**src/rtl/multibyte_pkg.sv**
```systemverilog
// Shared types and constants for the byte-serial multi-byte adder sequencer.
package multibyte_pkg;
    localparam int BYTE_W    = 8;
    localparam int MAX_BYTES = 16;

    typedef enum logic {IDLE, RUN} state_t;

    typedef struct packed {
        logic [BYTE_W-1:0] sum;
        logic              last;
        logic              carry;
        logic              ovf;
    } beat_t;
endpackage

```
**src/rtl/adder_8bit.sv**
```systemverilog
// Plain 8-bit ripple-carry adder, one full-adder cell per bit.
module adder_8bit (
    input  logic [7:0] a,
    input  logic [7:0] b,
    input  logic       carry_in,
    output logic [7:0] sum,
    output logic       carry_out
);
    logic c;

    always_comb begin
        c   = carry_in;
        sum = '0;
        for (int i = 0; i < 8; i++) begin
            sum[i] = a[i] ^ b[i] ^ c;
            c      = (a[i] & b[i]) | (c & (a[i] ^ b[i]));
        end
        carry_out = c;
    end
endmodule

```
**src/rtl/multibyte_add_seq.sv**
```systemverilog
// Streams NUM_BYTES operand byte pairs LSB-first through one 8-bit adder,
// chaining carry in a register and emitting one registered result byte per input.
module multibyte_add_seq
    import multibyte_pkg::*;
#(
    parameter int NUM_BYTES = 4,
    parameter int CNT_W     = $clog2(NUM_BYTES) + 1
) (
    input  logic       clk,
    input  logic       rst,
    input  logic       abort,
    input  logic       in_valid,
    output logic       in_ready,
    input  logic [7:0] in_a,
    input  logic [7:0] in_b,
    input  logic       in_sub,
    input  logic       in_cin,
    output logic       out_valid,
    input  logic       out_ready,
    output logic [7:0] out_sum,
    output logic       out_last,
    output logic       out_carry,
    output logic       out_ovf,
    output logic       busy
);
    state_t           state, state_nxt;
    logic [CNT_W-1:0] byte_cnt, cnt_nxt;
    logic             carry_q, carry_nxt;
    logic             mode_q, mode_nxt;
    logic             first, sub_eff, accept, last;
    logic [7:0]       b_eff, add_sum;
    logic             add_cin, add_cout;
    beat_t            beat_nxt;

    // One-entry output register: a new byte may enter as the old one drains.
    assign in_ready = !out_valid || out_ready;
    assign accept   = in_valid && in_ready && !abort;
    assign busy     = (state == RUN) || out_valid;

    assign first   = (state == IDLE);
    assign sub_eff = first ? in_sub : mode_q;
    assign b_eff   = in_b ^ {8{sub_eff}};
    assign add_cin = first ? (sub_eff ? 1'b1 : in_cin) : carry_q;

    adder_8bit u_adder (
        .a        (in_a),
        .b        (b_eff),
        .carry_in (add_cin),
        .sum      (add_sum),
        .carry_out(add_cout)
    );

    always_comb begin
        state_nxt = state;
        cnt_nxt   = byte_cnt;
        carry_nxt = carry_q;
        mode_nxt  = mode_q;
        last      = 1'b0;
        if (abort) begin
            state_nxt = IDLE;
            cnt_nxt   = '0;
            carry_nxt = 1'b0;
        end else if (accept) begin
            carry_nxt = add_cout;
            case (state)
                IDLE: begin
                    mode_nxt = in_sub;
                    if (NUM_BYTES == 1) begin
                        last    = 1'b1;
                        cnt_nxt = '0;
                    end else begin
                        cnt_nxt   = CNT_W'(1);
                        state_nxt = RUN;
                    end
                end
                RUN: begin
                    if (byte_cnt == CNT_W'(NUM_BYTES - 1)) begin
                        last      = 1'b1;
                        cnt_nxt   = '0;
                        state_nxt = IDLE;
                    end else begin
                        cnt_nxt = byte_cnt + CNT_W'(1);
                    end
                end
                default: state_nxt = IDLE;
            endcase
        end
    end

    // Carry and overflow only mean anything on the most-significant byte.
    always_comb begin
        beat_nxt.sum   = add_sum;
        beat_nxt.last  = last;
        beat_nxt.carry = last && add_cout;
        beat_nxt.ovf   = last && (in_a[7] == b_eff[7]) && (add_sum[7] != in_a[7]);
    end

    always_ff @(posedge clk or posedge rst) begin
        if (rst) begin
            state    <= IDLE;
            byte_cnt <= '0;
            carry_q  <= 1'b0;
            mode_q   <= 1'b0;
        end else begin
            state    <= state_nxt;
            byte_cnt <= cnt_nxt;
            carry_q  <= carry_nxt;
            mode_q   <= mode_nxt;
        end
    end

    always_ff @(posedge clk or posedge rst) begin
        if (rst) begin
            out_valid <= 1'b0;
            {out_sum, out_last, out_carry, out_ovf} <= '0;
        end else if (abort) begin
            out_valid <= 1'b0;
            {out_sum, out_last, out_carry, out_ovf} <= '0;
        end else if (accept) begin
            out_valid <= 1'b1;
            {out_sum, out_last, out_carry, out_ovf} <= beat_nxt;
        end else if (out_ready) begin
            out_valid <= 1'b0;
        end
    end
endmodule

```
**config.mk**
```make
export PLATFORM = sky130hd
export DESIGN_NAME = multibyte_add_seq
export DESIGN_NICKNAME = d
export VERILOG_FILES = /design/src/rtl/multibyte_pkg.sv /design/src/rtl/adder_8bit.sv /design/src/rtl/multibyte_add_seq.sv
export SDC_FILE = /design/constraint.sdc
export NUM_CORES = 1
export LEC_CHECK = 0
export CORE_MARGIN = 5
export CORE_UTILIZATION = 45
export CTS_BUF_LIST = sky130_fd_sc_hd__clkbuf_4
export DETAILED_ROUTE_END_ITERATION = 10
export DONT_BUFFER_PORTS = 1
export PLACE_DENSITY = 0.69
export SLEW_MARGIN = 0
export SYNTH_ARGS = -nofsm -noshare
export SYNTH_HDL_FRONTEND = slang
export SYNTH_SLANG_ARGS = --single-unit
export TNS_END_PERCENT = 1
```
**constraint.sdc**
```tcl
create_clock -name clk -period 9.7 [get_ports clk]
set_input_delay 0.485 -clock clk [delete_from_list [all_inputs] [get_ports clk]]
set_output_delay 0.485 -clock clk [all_outputs]
set_load 0.05 [all_outputs]
```
; After elaboration in Yosys (flattened, before gate mapping)
; Cells that the tools add are included.
[op_classes]
muxes = 28
eq_ne = 3
bitwise_logic = 43
n_reduce_logical = 12
n_addsub = 1
[op_table]
columns = cell, n
row1 = 1-bit 2-to-1 mux, 21
row2 = 1-bit AND, 16
row3 = 8-bit 2-to-1 mux, 2
row4 = 1-bit bitwise XOR, 16
row5 = 3-bit 2-to-1 mux, 3
row6 = 1-bit bitwise OR, 8
row7 = 8-bit bitwise XOR, 1
row8 = 3-bit one-hot mux with 2 select lines, 1
row9 = 1-bit logical AND, 5
row10 = "3-bit by 1-bit adder with 3-bit output, second input constant", 1
row11 = "3-bit by 2-bit equality test with 1-bit output, second input constant", 1
row12 = 3-bit nonzero test, 1
row13 = 1-bit zero test, 2
row14 = 1-bit logical OR, 2
row15 = 1-bit inverter, 2
row16 = 1-bit one-hot mux with 2 select lines, 1
row17 = 2-bit AND reduction, 1
row18 = 2-bit nonzero test, 1
row19 = 1-bit equality test, 1
row20 = 1-bit inequality test, 1
[word_totals]
regBits = 18
output_inout_bits = 14

; Logic depth before layout (Yosys ltp)
[logic_depth]
word_depth = 22
mapped_depth = 18

; Hierarchy
; From an unflattened synthesis, not the netlist that was laid out.
[hier_totals]
cells_unflattened = 114
area_unflattened_um2 = 1094.8
[by_module_without_submodules]
columns = mod, n_inst, area_each_um2, cells_each
row1 = multibyte_add_seq, 1, 897.1, 96
row2 = adder_8bit, 1, 197.7, 18

; Worst setup path after synthesis
; No wires, ideal clock.
[synth_timing]
kind = reg2reg
start = reg state
end = reg out_ovf
synth_period_minus_slack_ns = 4.043
n_path_buf = 1
setup_ns = 0.101
t_arrival_ns = 3.943
setup_slack_ns = 5.657
required_ns = 9.599
stages_incl_launch_ff = 19
cell_sequence = dfrtp_1 buf_6 mux2i_4 xnor2_1 fa_1 inv_1 fa_1 fa_1 inv_1 fa_1 inv_1 fa_1 inv_1 fa_1 fa_1 fa_1 xor2_1 nand3_1 o32ai_1
[synth_between]
elab_chain_len = 22
elab_cells_between_ends = 43
[synth_rtl]
columns = item, line_no
row1 = start: declaration, multibyte_add_seq.sv:26  ; state_t state, state_nxt;
row2 = start signal: assignment, multibyte_add_seq.sv:105  ; state <= state_nxt;
row3 = 1-bit 2-to-1 mux, --
row4 = 1-bit 2-to-1 mux / 8-bit bitwise XOR (equally long branches), "multibyte_add_seq.sv:43, multibyte_add_seq.sv:42"
row5 = 1-bit 2-to-1 mux / 1-bit bitwise XOR (equally long branches), "multibyte_add_seq.sv:43, adder_8bit.sv:16"
row6 = 1-bit AND, adder_8bit.sv:16  ; c = (a[i] & b[i]) | (c & (a[i] ^ b[i]));
row7 = 1-bit bitwise OR, adder_8bit.sv:16
row8 = 1-bit AND, adder_8bit.sv:16
row9 = 1-bit bitwise OR, adder_8bit.sv:16
row10 = 1-bit AND, adder_8bit.sv:16
row11 = (+6 left out), --
row12 = 1-bit bitwise OR, adder_8bit.sv:16
row13 = 1-bit AND, adder_8bit.sv:16
row14 = 1-bit bitwise OR, adder_8bit.sv:16
row15 = 1-bit bitwise XOR, adder_8bit.sv:15  ; sum[i] = a[i] ^ b[i] ^ c;
row16 = 1-bit inequality test, multibyte_add_seq.sv:95  ; beat_nxt.ovf = last && (in_a[7] == b_eff[7]) && (add_sum[7] != in_a[7]);
row17 = 1-bit logical AND (*), multibyte_add_seq.sv:95
row18 = 1-bit 2-to-1 mux (*), multibyte_add_seq.sv:119  ; end else if (accept) begin
row19 = 1-bit 2-to-1 mux (*), multibyte_add_seq.sv:116  ; end else if (abort) begin
row20 = end signal: assignment, multibyte_add_seq.sv:121  ; {out_sum, out_last, out_carry, out_ovf} <= beat_nxt;
row21 = end: declaration, multibyte_add_seq.sv:23  ; output logic out_ovf,
; Every way passes the cells marked *; elsewhere a longest branch is shown, timed or not. The select of a mux whose other input is x is not followed.
; A chain may end at the register's enable or synchronous reset.

; Worst setup path in the final report
; Same ends and word-level chain as after synthesis.

==> impl_metrics.csv <==
group,metric,value,unit
run_status,status,"complete, no violations",
logic_synthesis,netlist_instances,113,
run,cap_viol_max_count,0,
routing,routed_wl,2.35,mm
layout,drive_gt1_share,4.59,%
global_routing,grt_max_degree,19,
sta,rsz0062_at_grt,"false",
setup_path,reg2reg_slack,5.22,ns
cts,clk-insertion-delay-late,0.29,ns
routing,wl_per_cell,16.9,um
global_routing,grtUsageMet1,17.2,%
cts,cts-root-buf,"clkbuf_4",
power_and_ir_drop,ir_drop,0.0797,mV
logic_synthesis,synth_edf_count,0,
setup_path,crit_top_cell,"fa_1",
placement,dp_hpwl,1.83,mm
routing,drt.antenna.violating_nets,0,
cts,cts_tree,"built",
logic_synthesis,synthArstFlopShare,100,%
routing,post-route-drc-count,0,
logic_synthesis,ys_seq_elements,18,
setup_path,end_kind,"flip-flop",
logic_synthesis,synth_area_leaders,"dfrtp_1 40%, fa_1 14%, a21oi_1 6.1%",
cts,cts_num_sinks,18,
sta,finalMaxSlewViolations,0,
logic_synthesis,ys_warn_count,0,
power_and_ir_drop,p_per_area,167,nW/um^2
placement,post-place-cells,135,
floorplanning,design.core.area,2450,um^2
routing,dr_total_vias,818,
logic_synthesis,synth_area,1140,um^2
worst_hold_path,worstHoldPathType,"in2async",
layout,areaGrowthSynthToFinish,1.54,%
logic_synthesis,synth_cell_types,31,
floorplanning,start_util,46.4,%
floorplanning,die_area,3640,um^2
setup_path,r2r-start,"state",
placement,gp_congestion,0.765,
setup_path,critPathMaxFanout,9,
floorplanning,die_h,60.3,um
sta,skew,0.00177,ns
setup_path,required,9.89,ns
logic_synthesis,synth.most_common_cell,"dfrtp_1",
sta,final.setup.tns,0,ns
cts,path_clk_slew,0.10,ns
global_routing,grt_overflow,0,
logic_synthesis,synth_fp_nets,146,
placement,numPortBuffers,0,
sta,max_freq,223,MHz
sta,period_needed,4.48,ns
global_routing,gr-usage-met2,23.9,%
setup_path,r2r-end,"out_ovf",
cts,htree_levels,1,
sta,hold_viol,0,
cts,cts_hold_buf,0,
cts,post-cts-setup-buffers,0,
global_routing,grt_antenna_before_repair,0,
layout,final_core_util,47.1,%
setup_path,cp_slowest_cell,"dfrtp_1",
logic_synthesis,syn_avg_cell_area,10.1,um^2
setup_path,slowest_delay,0.54,ns
global_routing,grt_pass1_wl,3.80,mm
layout,final_cell_count_no_fill,139,
power_and_ir_drop,p_total,193,uW
floorplanning,die_width,60.3,um
layout,nFillCells,256,
sta,post-route-period-util,46.2,%
logic_synthesis,synthTopCellsByCount,"18 x dfrtp_1, 14 x a21oi_1, 11 x inv_1, 10 x o21ai_0",
sta,worst_slew_pin_slew,0.826,ns
placement,post-place-ws,5.18,ns
floorplanning,ioPinCount,37,
setup_path,r2r_cells,17,
global_routing,grt_usage,14.1,%
cts,cts_buffer_depth,2,
setup_path,worstPathCellList,"mux2i_4 > xnor2_1 > fa_1 > inv_1 > fa_1 > fa_1 > inv_1 > fa_1 > inv_1 > fa_1 > inv_1 > fa_1 > fa_1 > fa_1 > xor2_1 > nand3_1 > o32ai_1",
routing,drtPass1Iterations,7,
layout,antenna_cells,0,
logic_synthesis,netlist.area_leader.share,39.5,%
sta,setup_slack,5.22,ns
setup_path,criticalPathCategory,"reg2reg",
logic_synthesis,synth_ff_type,"dfrtp_1",
floorplanning,rows,18,
setup_path,arrival,4.68,ns
logic_synthesis,yosysTopAreaCell,"dfrtp_1",
routing,viasPerCell,5.88,
routing,drt-initial-drc-count,30,
global_routing,grt_use_met3,3.62,%
sta,slew-limit-headroom,44.6,%
cts,cts_buffers,3,
power_and_ir_drop,p_leak,0.513,nW
cts,cts_resized,0,
sta,setup_viol,0,
global_routing,busiest_layer,"met2",
global_routing,grt_pass1_vias,837,
logic_synthesis,yosysSeqAreaShare,39.5,%
layout,final_nets,143,
setup_path,worstSetupStartpointType,"flip-flop",
[cells in the final DEF (no fill, tap or decap)]
cell type,count
a211oi_1,3
a21oi_1,14
a311oi_1,1
a31oi_1,2
and2_1,1
and2b_1,1
and3b_1,1
clkbuf_4,3
clkinv_1,2
dfrtp_1,18
fa_1,8
ha_1,2
inv_1,11
mux2i_4,1
nand2_1,2
nand2b_1,2
nand3_1,8
nand4_1,2
nor2_1,3
nor2b_1,1
o211a_1,1
o21ai_0,10
o311a_1,1
o32ai_1,1
or2_2,1
xnor2_1,5
xor2_1,4
[per-stage QoR]
step                      area, um^2  hold slack (ns)
after floorplan                 1140            0.424
after global placement          1130            0.503
after detailed placement        1130            0.514
after CTS                       1160            0.195
after global routing            1160            0.222
final                           1160            0.171
[registers in the layout, indices dropped and copies added, names as in the netlist]
signal     flops
byte_cnt       3
out_sum        8
out_valid      1
state          1
mode_q         1
out_last       1
carry_q        1
out_ovf        1
out_carry      1
[how the worst max path moves through the flow]
stage | endpoint | slack [ns] | startpoint
global route | out_ovf | 4.93 | state
CTS | out_ovf | 5.16 | state
detailed placement | out_ovf | 5.18 | state
finish | out_ovf | 5.22 | state
global placement | out_ovf | 5.33 | state
floorplan | out_ovf | 5.66 | state
[final cells by class]
cell class                      count  area [um^2]  area share (%)
Multi-Input combinational cell     75          598            51.7
Tap cell                           30         37.5            3.24
Clock buffer                        3         22.5            1.95
Clock inverter                      1         3.75           0.324
Sequential cell                    18          450            38.9
Inverter                           12         45.0            3.89
[logic make-up after synthesis]
kind of cell / Yosys count / synth area share, %
and+or+nand+nor: 22 / 10.4
muxes: 1 / 1.98
DFF: 18 / 39.5
AOI/OAI and AO/OA: 33 / 16.9
xor gates and xnor gates: 9 / 6.91
buffers and inverters: 20 / 8.01
adders and majority gates: 10 / 16.2
[critical path: cells and delay by family, from the launching register on]
family          cells  cell delay (ns)
mux                 1             0.50
fa+ha+maj           8             2.55
flops               1             0.54
compound gates      1             0.14
xor+xnor            2             0.30
buf+inv             4             0.25
simple gates        1             0.09
[power by group]
| group | total (mW) | internal, mW | switching (mW) |
|---|---|---|---|
| logic | 0.0499 | 0.0215 | 0.0283 |
| clock network | 0.0381 | 0.0150 | 0.0232 |
| registers | 0.105 | 0.0816 | 0.0237 |
| total | 0.193 | 0.118 | 0.0752 |
[layer usage]
metal | up-vias | share of wire [%] | routed length (um)
li1 | 372 | - | -
met1 | 398 | 40 | 935
met2 | 46 | 51 | 1200
met3 | 2 | 8.1 | 191
met4 | 0 | 0.85 | 20
met5 | - | 0 | 0
Note: power is estimated with default switching activity, not from simulation.
